`config.mk`:
```
export PLATFORM = sky130hd
export DESIGN_NAME = zavala_host_poller_flat
export DESIGN_NICKNAME = d
export VERILOG_FILES = /design/src/rtl/zavala_pkg.sv /design/src/rtl/zavala_host_poller_if.sv /design/src/rtl/zavala_poll_timer.sv /design/src/rtl/zavala_host_poller.sv /design/src/flat_wrapper.sv
export SDC_FILE = /design/constraint.sdc
export NUM_CORES = 1
export LEC_CHECK = 0
export ABC_AREA = 0
export CELL_PAD_IN_SITES_DETAIL_PLACEMENT = 0
export CELL_PAD_IN_SITES_GLOBAL_PLACEMENT = 1
export CORE_MARGIN = 1
export CORE_UTILIZATION = 38
export CTS_BUF_LIST = sky130_fd_sc_hd__clkbuf_8
export DETAILED_ROUTE_END_ITERATION = 10
export GPL_ROUTABILITY_DRIVEN = 0
export PLACE_DENSITY_LB_ADDON = 0.1
export SYNTH_ARGS = -nofsm -noshare
export SYNTH_HDL_FRONTEND = slang
export SYNTH_SLANG_ARGS = --single-unit
```
`constraint.sdc`:
```
create_clock -name clk -period 2 [get_ports clk]
set_input_delay 0.3 -clock clk [delete_from_list [all_inputs] [get_ports clk]]
set_output_delay 0.3 -clock clk [all_outputs]
set_load 0.02 [all_outputs]
```
`src/rtl/zavala_pkg.sv`:
```
// Shared definitions for the zavala miner host poller: register map, status bits, FSM states.
package zavala_pkg;

   localparam logic [4:0] ADDR_STATUS = 5'd0;
   localparam logic [4:0] ADDR_NONCE  = 5'd1;
   localparam logic [4:0] ADDR_HASH0  = 5'd2;

   localparam int STAT_BUSY_BIT  = 0;
   localparam int STAT_FOUND_BIT = 1;

   typedef enum logic [3:0] {
      S_IDLE,
      S_KICK,
      S_WAIT,
      S_POLL_RD,
      S_POLL_CHK,
      S_FETCH_RD,
      S_FETCH_CAP,
      S_EMIT,
      S_CLEAR
   } poll_state_t;

   // Word index 0 is the nonce; hash words follow at ascending addresses.
   function automatic logic [4:0] word_addr(input logic [4:0] idx);
      return ADDR_NONCE + idx;
   endfunction

endpackage

```
`src/rtl/zavala_host_poller_if.sv`:
```
// Miner register port plus the result stream, grouped for the host poller.
interface zavala_host_poller_if;
   logic        read;
   logic        write;
   logic [4:0]  op_address;
   logic [31:0] readdata;
   logic [31:0] res_data;
   logic        res_valid;
   logic        res_ready;
   logic        res_last;

   modport master (
      output read, write, op_address, res_data, res_valid, res_last,
      input  readdata, res_ready
   );

   modport slave (
      input  read, write, op_address, res_data, res_valid, res_last,
      output readdata, res_ready
   );
endinterface

```
`src/rtl/zavala_poll_timer.sv`:
```
// Loadable down-counter with zero flag; paces the idle gap between status polls.
module zavala_poll_timer #(
   parameter int W = 4
) (
   input  logic         clk,
   input  logic         rst,
   input  logic         load,
   input  logic         en,
   input  logic [W-1:0] load_val,
   output logic         zero
);

   logic [W-1:0] count;

   always_ff @(posedge clk or posedge rst) begin
      if (rst) begin
         count <= '0;
      end else if (load) begin
         count <= load_val;
      end else if (en && (count != '0)) begin
         count <= count - W'(1);
      end
   end

   assign zero = (count == '0);

endmodule

```
`src/rtl/zavala_host_poller.sv`:
```
// Host-side poller for the zavala miner: kick, poll status, stream nonce+hash, clear.
// Optional poll timeout enabled by defining ZAVALA_POLL_TIMEOUT_EN.
//
// state       | meaning
// S_IDLE      | waiting for start
// S_KICK      | write STATUS to launch a job
// S_WAIT      | idle gap before the next status read
// S_POLL_RD   | read strobe on STATUS
// S_POLL_CHK  | readdata holds STATUS; decide found / keep polling / time out
// S_FETCH_RD  | read strobe on NONCE or a HASH word
// S_FETCH_CAP | readdata holds the word; load result register
// S_EMIT      | result word presented, waiting for res_ready
// S_CLEAR     | write NONCE to clear the miner
module zavala_host_poller
   import zavala_pkg::*;
#(
   parameter int POLL_INTERVAL = 1000,
   parameter int HASH_WORDS    = 8,
   parameter int TIMEOUT_POLLS = 65536
) (
   input  logic clk,
   input  logic rst,
   input  logic start,
   input  logic abort,
   output logic busy,
   output logic done,
   output logic timeout,
   zavala_host_poller_if.master bus
);

   localparam int IW = $clog2(HASH_WORDS + 2);
   localparam int TW = (POLL_INTERVAL < 1) ? 1 : $clog2(POLL_INTERVAL + 1);
   // The POLL_CHK cycle already counts as one idle cycle, so the post-check gap is one shorter.
   localparam int LD_KICK = (POLL_INTERVAL >= 1) ? POLL_INTERVAL - 1 : 0;
   localparam int LD_CHK  = (POLL_INTERVAL >= 2) ? POLL_INTERVAL - 2 : 0;
   localparam logic [IW-1:0] LAST_IDX = IW'(HASH_WORDS);

   poll_state_t   state;
   logic [IW-1:0] idx;
   logic          read_q;
   logic          write_q;
   logic [4:0]    addr_q;
   logic [31:0]   data_q;
   logic          valid_q;
   logic          last_q;

   logic          tmr_load;
   logic          tmr_en;
   logic [TW-1:0] tmr_val;
   logic          tmr_zero;

   assign tmr_load = (state != S_WAIT);
   assign tmr_en   = (state == S_WAIT);
   assign tmr_val  = (state == S_KICK) ? TW'(LD_KICK) : TW'(LD_CHK);

   zavala_poll_timer #(.W(TW)) u_timer (
      .clk      (clk),
      .rst      (rst),
      .load     (tmr_load),
      .en       (tmr_en),
      .load_val (tmr_val),
      .zero     (tmr_zero)
   );

`ifdef ZAVALA_POLL_TIMEOUT_EN
   logic [16:0] polls;
   logic        timeout_q;
   assign timeout = timeout_q;
`else
   assign timeout = 1'b0;
`endif

   always_ff @(posedge clk or posedge rst) begin
      if (rst) begin
         state   <= S_IDLE;
         idx     <= '0;
         busy    <= 1'b0;
         done    <= 1'b0;
         read_q  <= 1'b0;
         write_q <= 1'b0;
         addr_q  <= ADDR_STATUS;
         data_q  <= '0;
         valid_q <= 1'b0;
         last_q  <= 1'b0;
`ifdef ZAVALA_POLL_TIMEOUT_EN
         polls     <= '0;
         timeout_q <= 1'b0;
`endif
      end else begin
         read_q  <= 1'b0;
         write_q <= 1'b0;
         addr_q  <= ADDR_STATUS;
         done    <= 1'b0;
`ifdef ZAVALA_POLL_TIMEOUT_EN
         timeout_q <= 1'b0;
`endif
         if (abort) begin
            state   <= S_IDLE;
            busy    <= 1'b0;
            valid_q <= 1'b0;
            last_q  <= 1'b0;
            idx     <= '0;
         end else begin
            case (state)
               S_IDLE: begin
                  if (start) begin
                     state   <= S_KICK;
                     busy    <= 1'b1;
                     write_q <= 1'b1;
                     addr_q  <= ADDR_STATUS;
`ifdef ZAVALA_POLL_TIMEOUT_EN
                     polls   <= '0;
`endif
                  end
               end
               S_KICK: begin
                  if (POLL_INTERVAL == 0) begin
                     state  <= S_POLL_RD;
                     read_q <= 1'b1;
                  end else begin
                     state  <= S_WAIT;
                  end
               end
               S_WAIT: begin
                  if (tmr_zero) begin
                     state  <= S_POLL_RD;
                     read_q <= 1'b1;
                  end
               end
               S_POLL_RD: begin
                  state <= S_POLL_CHK;
`ifdef ZAVALA_POLL_TIMEOUT_EN
                  polls <= polls + 17'd1;
`endif
               end
               S_POLL_CHK: begin
                  if (bus.readdata[STAT_FOUND_BIT]) begin
                     state  <= S_FETCH_RD;
                     idx    <= '0;
                     read_q <= 1'b1;
                     addr_q <= ADDR_NONCE;
`ifdef ZAVALA_POLL_TIMEOUT_EN
                  end else if (polls == 17'(TIMEOUT_POLLS)) begin
                     state     <= S_CLEAR;
                     write_q   <= 1'b1;
                     addr_q    <= ADDR_NONCE;
                     timeout_q <= 1'b1;
`endif
                  end else if (POLL_INTERVAL <= 1) begin
                     state  <= S_POLL_RD;
                     read_q <= 1'b1;
                  end else begin
                     state  <= S_WAIT;
                  end
               end
               S_FETCH_RD: begin
                  state <= S_FETCH_CAP;
               end
               S_FETCH_CAP: begin
                  data_q  <= bus.readdata;
                  valid_q <= 1'b1;
                  last_q  <= (idx == LAST_IDX);
                  state   <= S_EMIT;
               end
               S_EMIT: begin
                  if (bus.res_ready) begin
                     valid_q <= 1'b0;
                     last_q  <= 1'b0;
                     if (last_q) begin
                        state   <= S_CLEAR;
                        write_q <= 1'b1;
                        addr_q  <= ADDR_NONCE;
                        done    <= 1'b1;
                     end else begin
                        state  <= S_FETCH_RD;
                        idx    <= idx + IW'(1);
                        read_q <= 1'b1;
                        addr_q <= word_addr(5'(idx + IW'(1)));
                     end
                  end
               end
               S_CLEAR: begin
                  state <= S_IDLE;
                  busy  <= 1'b0;
               end
               default: begin
                  state <= S_IDLE;
                  busy  <= 1'b0;
               end
            endcase
         end
      end
   end

   assign bus.read       = read_q;
   assign bus.write      = write_q;
   assign bus.op_address = addr_q;
   assign bus.res_data   = data_q;
   assign bus.res_valid  = valid_q;
   assign bus.res_last   = last_q;

endmodule

```
`src/flat_wrapper.sv`:
```
// flat-port wrapper written by rule: the top's interface ports become plain ports
module zavala_host_poller_flat import zavala_pkg::*;
#(
   parameter int POLL_INTERVAL = 1000,
   parameter int HASH_WORDS    = 8,
   parameter int TIMEOUT_POLLS = 65536
)
  (clk, rst, start, abort, busy, done, timeout, bus_read, bus_write, bus_op_address, bus_res_data, bus_res_valid, bus_res_last, bus_readdata, bus_res_ready);
  zavala_host_poller_if bus_i ();
  input  logic clk;
  input  logic rst;
  input  logic start;
  input  logic abort;
  output logic busy;
  output logic done;
  output logic timeout;
  output wire logic [$bits(bus_i.read)-1:0] bus_read;
  output wire logic [$bits(bus_i.write)-1:0] bus_write;
  output wire logic [$bits(bus_i.op_address)-1:0] bus_op_address;
  output wire logic [$bits(bus_i.res_data)-1:0] bus_res_data;
  output wire logic [$bits(bus_i.res_valid)-1:0] bus_res_valid;
  output wire logic [$bits(bus_i.res_last)-1:0] bus_res_last;
  input wire logic [$bits(bus_i.readdata)-1:0] bus_readdata;
  input wire logic [$bits(bus_i.res_ready)-1:0] bus_res_ready;
  assign bus_read = bus_i.read;
  assign bus_write = bus_i.write;
  assign bus_op_address = bus_i.op_address;
  assign bus_res_data = bus_i.res_data;
  assign bus_res_valid = bus_i.res_valid;
  assign bus_res_last = bus_i.res_last;
  assign bus_i.readdata = bus_readdata;
  assign bus_i.res_ready = bus_res_ready;
  zavala_host_poller #(.POLL_INTERVAL(POLL_INTERVAL), .HASH_WORDS(HASH_WORDS), .TIMEOUT_POLLS(TIMEOUT_POLLS)) u_core (.clk(clk), .rst(rst), .start(start), .abort(abort), .busy(busy), .done(done), .timeout(timeout), .bus(bus_i));
endmodule
```
# Word level (Yosys, flattened, before mapping)
# Index checks and enable logic that the tools add are counted.
[op_classes]
n_eq_ne = 15
addsub = 4
bitwise_logic = 1
n_reduce_logical = 13
n_mux = 41
[ops]
columns = ["operator", "count"]
rows = [
  ["$mux 4", 9],
  ["$pmux 4 s8", 1],
  ["$mux 10", 2],
  ["$mux 1", 18],
  ["$eq 4x3->1 const B", 4],
  ["$mux 5", 3],
  ["$ne 3x3->1 const B", 4],
  ["$logic_not 10->1", 1],
  ["$pmux 5 s2", 1],
  ["$reduce_bool 10->1", 1],
  ["$sub 10x1->10 const B", 1],
  ["$eq 4x2->1 const B", 2],
  ["$pmux 1 s2", 4],
  ["$pmux 4 s2", 1],
  ["$reduce_or 7->1", 1],
  ["$reduce_and 2->1", 3],
  ["$reduce_bool 3->1", 2],
  ["$add 1x5->5 const A", 1],
  ["$add 4x1->5 const B", 1],
  ["$add 4x1->4 const B", 1],
  ["$eq 4x1->1 const B", 1],
  ["$eq 4x4->1 const B", 1],
  ["$logic_not 4->1", 1],
  ["$ne 4x2->1 const B", 1],
  ["9 further kinds", 9],
]
[word_totals]
input_bits = 37
regBits = 61
out_inout_bits = 44
word_cells = 85

# Longest topological paths before layout
# Gate-level depths: netlist of the first run.
[depth]
word_depth = 6
ltp_mapped = 6
ltp_nobuf = 6

# By module
# A second synthesis of the first run with hierarchy kept.
[hier_totals]
hier_cells = 254
hier_area_um2 = 3069.2
[by_module_without_submodules]
columns = ["module", "area_per_inst_um2", "seq_area_each_um2", "cells_per_inst", "instances"]
rows = [
  ["zavala_host_poller", 2413.6, 1276.2, 185, 1],
  ["zavala_poll_timer", 655.6, 250.2, 69, 1],
]

# Least setup slack after synthesis of the first run
# No wires, ideal clock.
[synth_path]
path_type = "reg2reg"
from = "register u_core.u_timer.count[0]"
to = "register u_core.u_timer.count[6]"
path_slack_ps = 239
t_arrival_ps = 1631
n_path_buf = 0
period_less_slack_ps = 1761
stages_incl_launch_ff = 7
setup_time_ps = 130
required_ps = 1870
cell_sequence = "dfrtp_1 > inv_1 > ha_1 > or3b_1 > a2111oi_2 > xnor2_1 > nand2_1"
[synth_via]
elab_chain_len = 3
word_cells_on_any_way = 6
classes_between = "add/sub: 1; mux: 2; reduce/logical: 3"
[synth_rtl]
columns = ["element", "line_no", "text"]
rows = [
  ["start, declared", "zavala_poll_timer.sv:13", "logic [W-1:0] count;"],
  ["start signal, assigned", "zavala_poll_timer.sv:19", "count <= load_val;"],
  ["start signal, assigned", "zavala_poll_timer.sv:21", "count <= count - W'(1);"],
  ["$sub 10x1->10 / $reduce_bool 10->1 (equally long branches)", "zavala_poll_timer.sv:21, zavala_poll_timer.sv:20", ""],
  ["$mux 10 / $logic_and 1x1->1 (equally long branches)", "zavala_poll_timer.sv:20", "end else if (en && (count != '0)) begin"],
  ["$mux 10 / $reduce_bool 2->1 (equally long branches)", "n/a", ""],
]
# Several ways; a longest one is shown, not always the timed one. The select of a mux whose other input is x is not followed.
# A chain may end at the register's enable or synchronous reset.

# Final worst setup path of the first run
[layout_path]
from = "register u_core.u_timer.count[1]"
to = "register u_core.u_timer.count[6]"
# Same word-level chain as after synthesis.

==> results.cfg, run 1 <==
[grt]
grt_first_pass_wirelength_um = 10000
grt_usage_pct = 17.5
grt_max_degree = 54
antenna_found_initial = 0
gr-total-overflow = 0
grt_pass1_vias = 1965

[cells_and_area]
post-route-util_pct = 57.3
num_antenna_cells = 0
final_common_cell = clkdlybuf4s50_1
drive_above_1_share_pct = 12.1
area_growth_syn_to_layout_pct = 42.8
design_area_um2 = 3960
fin_nets = 369
final_cell_mix = clkdlybuf4s50_1, dfrtp_1, mux2_1, nand2_1, buf_4

[clocking]
clk_latency_ns = 0.33
cts_resized = 0
cts_buffer_depth = 2
cts_setup_buffers = 0
root_buffer = clkbuf_8
cts_buffers = 9
cts.sinks = 61
cts_hold_buf = 0
h-tree-depth = 3
clk_pin_slew_worst_paths_ns = 0.07
cts_tree = done

[pwr]
ir_drop_mv = 0.599
p_leak_nw = 1.78
p_clk_share_pct = 27.3
p_int_mw = 2.82
seqPwrFrac_pct = 39.5
switching_power_mw = 1.26
p_sw_share_pct = 30.9
power_frac_comb_pct = 33.2
powerDensity_nw_per_um2 = 1030

[floorplan]
die_area_um2 = 7640
boundaryPins = 81
die_h_um = 87.4
fp.dieW_um = 87.4
initial_core_util_pct = 40.1
rows = 30
core-area_um2 = 6910

[logic_synthesis]
ys_warn_count = 0
synthArstFlopShare_pct = 100
synth_nets = 274
ys_types = 48
avgSynthCellArea_um2 = 11.9
synth_cells = 233
ys_seq_area_share_pct = 55.1
synth_top_area_share_pct = 55.1
ys.flop_type = dfrtp_1
synth_area_leaders = dfrtp_1, mux2_1, nand2_1
netlist_area_um2 = 2770
synth-seq-cells = 61
synth_edf_count = 0
synth_top_cell_by_area = dfrtp_1

[sta]
period_share_pct = 89.6
rsz0062_at_grt = no
hold_violations = 0
min_period_ns = 1.79
fmax_mhz = 558
setup_violations = 0
finalSetupTns_ns = 0
final_max_slew_viol_count = 0
fin_skew_ns = 0.00511
holdWs_ns = 0.200

[route]
dr.pass1.iters = 4
drtAntennaViolNets = 0
viasPerCell = 4.88
drt-wirelength-per-cell_um = 14.2
drt_wl_total_um = 6080
drc_errors = 0
vias = 2085
initialDrtViolationCount = 60

[worst_setup_path]
worst_ep_required_time_ns = 2.21
cp.arrival_ns = 2.00
critPathMaxFanout = 4
rr_startpoint = u_core.u_timer.count[1]$_DFFE_PP0P_
cp-end-kind = flip-flop
crit_start = u_core.u_timer.count[1]$_DFFE_PP0P_
crit_type = flip-flop to flip-flop
critPathLaunchType = flip-flop

[hold_path]
hp-class = primary input to async pin

[placement]
dp_hpwl_um = 4330
io_buffers = 79
place_area_um2 = 3760

[job]
cap_viol_max_count = 0

[run_status]
status = completed
-- critical path, cell delays in order (launching register included) --
cell,delay (ns)
dfrtp_1,0.40
inv_1,0.06
ha_1,0.19
or3b_1,0.39
a2111oi_2,0.40
xnor2_1,0.16
nand2_1,0.06
-- cells by family (layout without fill, tap and decap cells) --
group | Yosys count | after routing | synth area share [%]
AOI/OAI and AO/OA | 43 | 43 | 10.2
xor gates and xnor gates | 5 | 5 | 1.58
adders and majority gates | 4 | 4 | 1.81
buffers and inverters | 21 | 119 | 4.06
DFF | 61 | 61 | 55.1
muxes | 34 | 34 | 13.7
other | 1 | 1 | 0.135
and+or+nand+nor | 64 | 64 | 13.4
-- synth_stat cells (2+ instances only) --
| library cell | number |
|---|---|
| a21o_1 | 2 |
| a21oi_1 | 11 |
| a31o_2 | 2 |
| a31oi_1 | 4 |
| and2_1 | 3 |
| and3_1 | 4 |
| buf_4 | 3 |
| buf_6 | 3 |
| clkbuf_1 | 5 |
| dfrtp_1 | 61 |
| ha_1 | 4 |
| inv_1 | 9 |
| mux2_1 | 32 |
| mux2i_1 | 2 |
| nand2_1 | 16 |
| nand2b_1 | 2 |
| nand3_1 | 5 |
| nor2_1 | 10 |
| nor2b_1 | 4 |
| nor3_1 | 4 |
| nor3b_1 | 4 |
| o2111ai_1 | 2 |
| o211ai_1 | 3 |
| o21ai_0 | 5 |
| o21ai_1 | 5 |
| or3b_1 | 2 |
| xnor2_1 | 5 |
-- stage by stage --
| stage | setup WS, ns | total power, mW | std cells |
|---|---|---|---|
| final | 0.208 | 4.08 | 427 |
| after global routing | 0.0990 | 4.31 | 427 |
| after CTS | 0.187 | 4.12 | 427 |
| after detailed placement | 0.0640 | 3.01 | 413 |
| after global placement | 0.0885 | 2.99 | 413 |
| after floorplan | 0.187 | 2.34 | 233 |
-- path summary, 6_finish.rpt --
| kind | end | slack [ns] | cells after the start |
|---|---|---|---|
| worst max-delay path | u_core.u_timer.count[6]$_DFFE_PP0P_ | 0.21 | 6 |
| worst min-delay path | u_core.bus.res_data[27]$_DFFE_PP0P_ | 0.20 | 2 |
| worst max register to register | u_core.u_timer.count[6]$_DFFE_PP0P_ | 0.21 | 6 |
| worst min register to register | u_core.bus.res_data[18]$_DFFE_PP0P_ | 0.48 | 1 |
| max in group asynchronous | u_core.bus.op_address[4]$_DFF_PP0_ | 1.26 | 3 |
| min in group clk | u_core.bus.res_data[18]$_DFFE_PP0P_ | 0.48 | 1 |
-- final cells by class --
cell class	instances	area, um2
inverters	9	33.8
repair buffers	96	943
clock buffers	12	165
fillers	628	2950
well taps	96	120
multi-input cells	151	1140
clock inverters	2	33.8
flip-flops and latches	61	1530
-- power groups by stage --
| stage | sequential [mW] | combinational (mW) | clock [mW] |
|---|---|---|---|
| final | 1.61 | 1.35 | 1.11 |
| after global routing | 1.64 | 1.47 | 1.20 |
| after CTS | 1.61 | 1.37 | 1.14 |
| after detailed placement | 1.64 | 1.37 | 0 |
| after global placement | 1.63 | 1.36 | 0 |
| after floorplan | 1.87 | 0.470 | 0 |
-- registers in the layout, summed over array words and instances, names as in the netlist --
signal                 flops
u_core.state               4
u_core.bus.res_data       32
u_core.done                1
u_core.bus.res_valid       1
u_core.bus.op_address      5
u_core.idx                 4
u_core.bus.write           1
u_core.bus.res_last        1
u_core.busy                1
u_core.u_timer.count      10
u_core.bus.read            1
-- per-layer routing --
layer | track usage (%) | vias up | part of all wire, %
met2 | 27.8 | 46 | 49
li1 | - | 1020 | -
met5 | 0 | - | 0
met4 | 5.81 | 0 | 0.94
met3 | 5.12 | 9 | 4.3
met1 | 22.8 | 1010 | 46
No activity file was read; power rests on OpenSTA's default activity.
==> run 2, diff against run 1 <==
--- a/config.mk
+++ b/config.mk
@@ -6,6 +6,7 @@
 export NUM_CORES = 1
 export LEC_CHECK = 0
 export ABC_AREA = 0
+export CAP_MARGIN = 10
 export CELL_PAD_IN_SITES_DETAIL_PLACEMENT = 0
 export CELL_PAD_IN_SITES_GLOBAL_PLACEMENT = 1
 export CORE_MARGIN = 1
@@ -14,6 +15,7 @@
 export DETAILED_ROUTE_END_ITERATION = 10
 export GPL_ROUTABILITY_DRIVEN = 0
 export PLACE_DENSITY_LB_ADDON = 0.1
+export SLEW_MARGIN = 20
 export SYNTH_ARGS = -nofsm -noshare
 export SYNTH_HDL_FRONTEND = slang
 export SYNTH_SLANG_ARGS = --single-unit
==> results of run 2 <==
Final layout, timing and power as in run 1 (identical DEF).
==> run 3, diff against run 2 <==
--- a/config.mk
+++ b/config.mk
@@ -12,8 +12,10 @@
 export CORE_MARGIN = 1
 export CORE_UTILIZATION = 38
 export CTS_BUF_LIST = sky130_fd_sc_hd__clkbuf_8
+export CTS_CLUSTER_DIAMETER = 30
 export DETAILED_ROUTE_END_ITERATION = 10
 export GPL_ROUTABILITY_DRIVEN = 0
+export GPL_TIMING_DRIVEN = 0
 export PLACE_DENSITY_LB_ADDON = 0.1
 export SLEW_MARGIN = 20
 export SYNTH_ARGS = -nofsm -noshare
==> run 3 against run 2 <==
Count of clock-buffer cells in the layout shrank 3. Clock power grew 5%. Sequential power is essentially flat. Sequential cell count is the same. Fmax shrank 3.3%. Sequential share of layout area grew 0.37 points. Clock skew grew 0.0013 ns. Non-clock buffer count shrank 4. Core utilization shrank 0.54 points. Worst hold slack gained 0.076 ns. Cell area shrank 0.95%. Critical path type unchanged.
==> results.cfg, run 3 (synthesis results as in run 1) <==
[grt]
antenna_found_initial = 0
grt_usage_pct = 17.2
gr-total-overflow = 0
grt_pass1_vias = 2030
grt_first_pass_wirelength_um = 9960
grt_max_degree = 41

[sta]
max-slew-margin-rel_pct = 62.8
fmax_mhz = 540
setup_violations = 0
hold_violations = 0
fin_skew_ns = 0.00639
min_period_ns = 1.85
tightest_slew_ns = 0.555
holdWs_ns = 0.277
rsz0062_at_grt = no
final_max_slew_viol_count = 0
period_share_pct = 92.6

[clocking]
cts.sinks = 61
clk_latency_ns = 0.33
cts_buffers = 9
h-tree-depth = 3
clk_pin_slew_worst_paths_ns = 0.07
root_buffer = clkbuf_8
cts_tree = done
cts_buffer_depth = 2

[job]
cap_viol_max_count = 0

[worst_setup_path]
reg2regPathDepth = 6
cp.arrival_ns = 2.06
reg2reg_to = u_core.u_timer.count[6]$_DFFE_PP0P_
critPathLaunchType = flip-flop
critPathMaxFanout = 7
cp-end-kind = flip-flop
crit_type = flip-flop to flip-flop
rr_startpoint = u_core.u_timer.count[0]$_DFFE_PP0P_
worst_ep_required_time_ns = 2.21
ff2ff_setup_slack_ns = 0.15

[placement]
dp_hpwl_um = 4400
io_buffers = 79

[route]
vias = 2098
drt-wirelength-per-cell_um = 14.3
initialDrtViolationCount = 58
drc_errors = 0
drtAntennaViolNets = 0
drt_wl_total_um = 6070
viasPerCell = 4.94
dr.pass1.iters = 4

[cells_and_area]
fin_nets = 365
largest_reg_flops = 32
multi_input_area_um2 = 1140
num_antenna_cells = 0
area_growth_syn_to_layout_pct = 41.4
post-route-util_pct = 56.8
nFillCells = 625
drive_above_1_share_pct = 9.42
final_cell_mix = clkdlybuf4s50_1, dfrtp_1, mux2_1, nand2_1
final_common_cell = clkdlybuf4s50_1
seqCellArea_um2 = 1530

[pwr]
p_int_mw = 2.80
p_sw_share_pct = 31.3
ir_drop_mv = 0.420
seqPwrFrac_pct = 39.7
switching_power_mw = 1.28
p_clk_share_pct = 28.4
power_frac_comb_pct = 32.0
p_leak_nw = 1.74
powerDensity_nw_per_um2 = 1040

[hold_path]
hp-class = primary input to async pin

[floorplan]
fp.dieW_um = 87.4
die_area_um2 = 7640
die_h_um = 87.4
core-area_um2 = 6910
boundaryPins = 81
initial_core_util_pct = 40.1
rows = 30

[run_status]
status = completed
## run 3: repair_timing
action	4_1_cts	5_1_grt
hold buffers	0	0
buffers inserted	0	0
resized for setup	0	2
setup endpoints to repair	0	6
## run 3: worst max-delay path, cell delays in order, from the launching register on
cell	delay, ns
dfrtp_1	0.41
inv_1	0.10
ha_2	0.25
or3b_1	0.40
a2111oi_2	0.37
xnor2_1	0.16
nand2_1	0.06
## run 3: final cells by class
cell class / count / area share [%]
inverter: 9 / 0.925
buffer: 12 / 2.01
tap: 96 / 3.06
timing repair buffer: 80 / 20.7
multi-input combinational: 151 / 29.1
clock inverter: 7 / 2.14
clock buffer: 9 / 3.16
sequential: 61 / 38.9
## run 3: power groups by stage
stage,clock network [mW],registers (mW),logic (mW)
5_1_grt,1.24,1.65,1.42
4_1_cts,1.18,1.62,1.32
3_5_place_dp,0,1.64,1.31
2_1_floorplan,0,1.87,0.470
3_3_place_gp,0,1.64,1.30
6_report,1.16,1.62,1.30
## run 3: metal layers
layer / share of wire [%] / vias up / global-route usage, %
met4: 1.5 / 0 / 7.90
met2: 48 / 56 / 27.4
met5: 0 / - / 0
li1: - / 1019 / -
met3: 4.6 / 8 / 4.08
met1: 46 / 1015 / 22.2
## run 3: metrics by stage
step	cell area, um2	setup TNS (ns)	power, mW	worst slack (ns)	std cells
6_report	3920	0	4.08	0.147	425
3_5_place_dp	3710	-1.93	2.96	-0.0751	409
3_3_place_gp	3680	-62.33	2.93	-0.991	408
4_1_cts	3910	0	4.12	0.0798	425
5_1_grt	3920	0	4.31	0.0180	425
2_1_floorplan	2770	0	2.34	0.187	233
## run 3: how the worst max path moves through the flow
stage | startpoint | endpoint | slack (ns) | depth (start not counted)
floorplan | rst | u_core.bus.op_address[0]$_DFF_PP0_ | 0.19 | 1
global placement | rst | u_core.bus.res_data[5]$_DFFE_PP0P_ | -0.99 | 2
detailed placement | abort | u_core.bus.res_data[21]$_DFFE_PP0P_ | -0.08 | 6
CTS | u_core.u_timer.count[0]$_DFFE_PP0P_ | u_core.bus.read$_DFF_PP0_ | 0.08 | 6
global route | u_core.u_timer.count[0]$_DFFE_PP0P_ | u_core.u_timer.count[6]$_DFFE_PP0P_ | 0.02 | 6
finish | u_core.u_timer.count[0]$_DFFE_PP0P_ | u_core.u_timer.count[6]$_DFFE_PP0P_ | 0.15 | 6
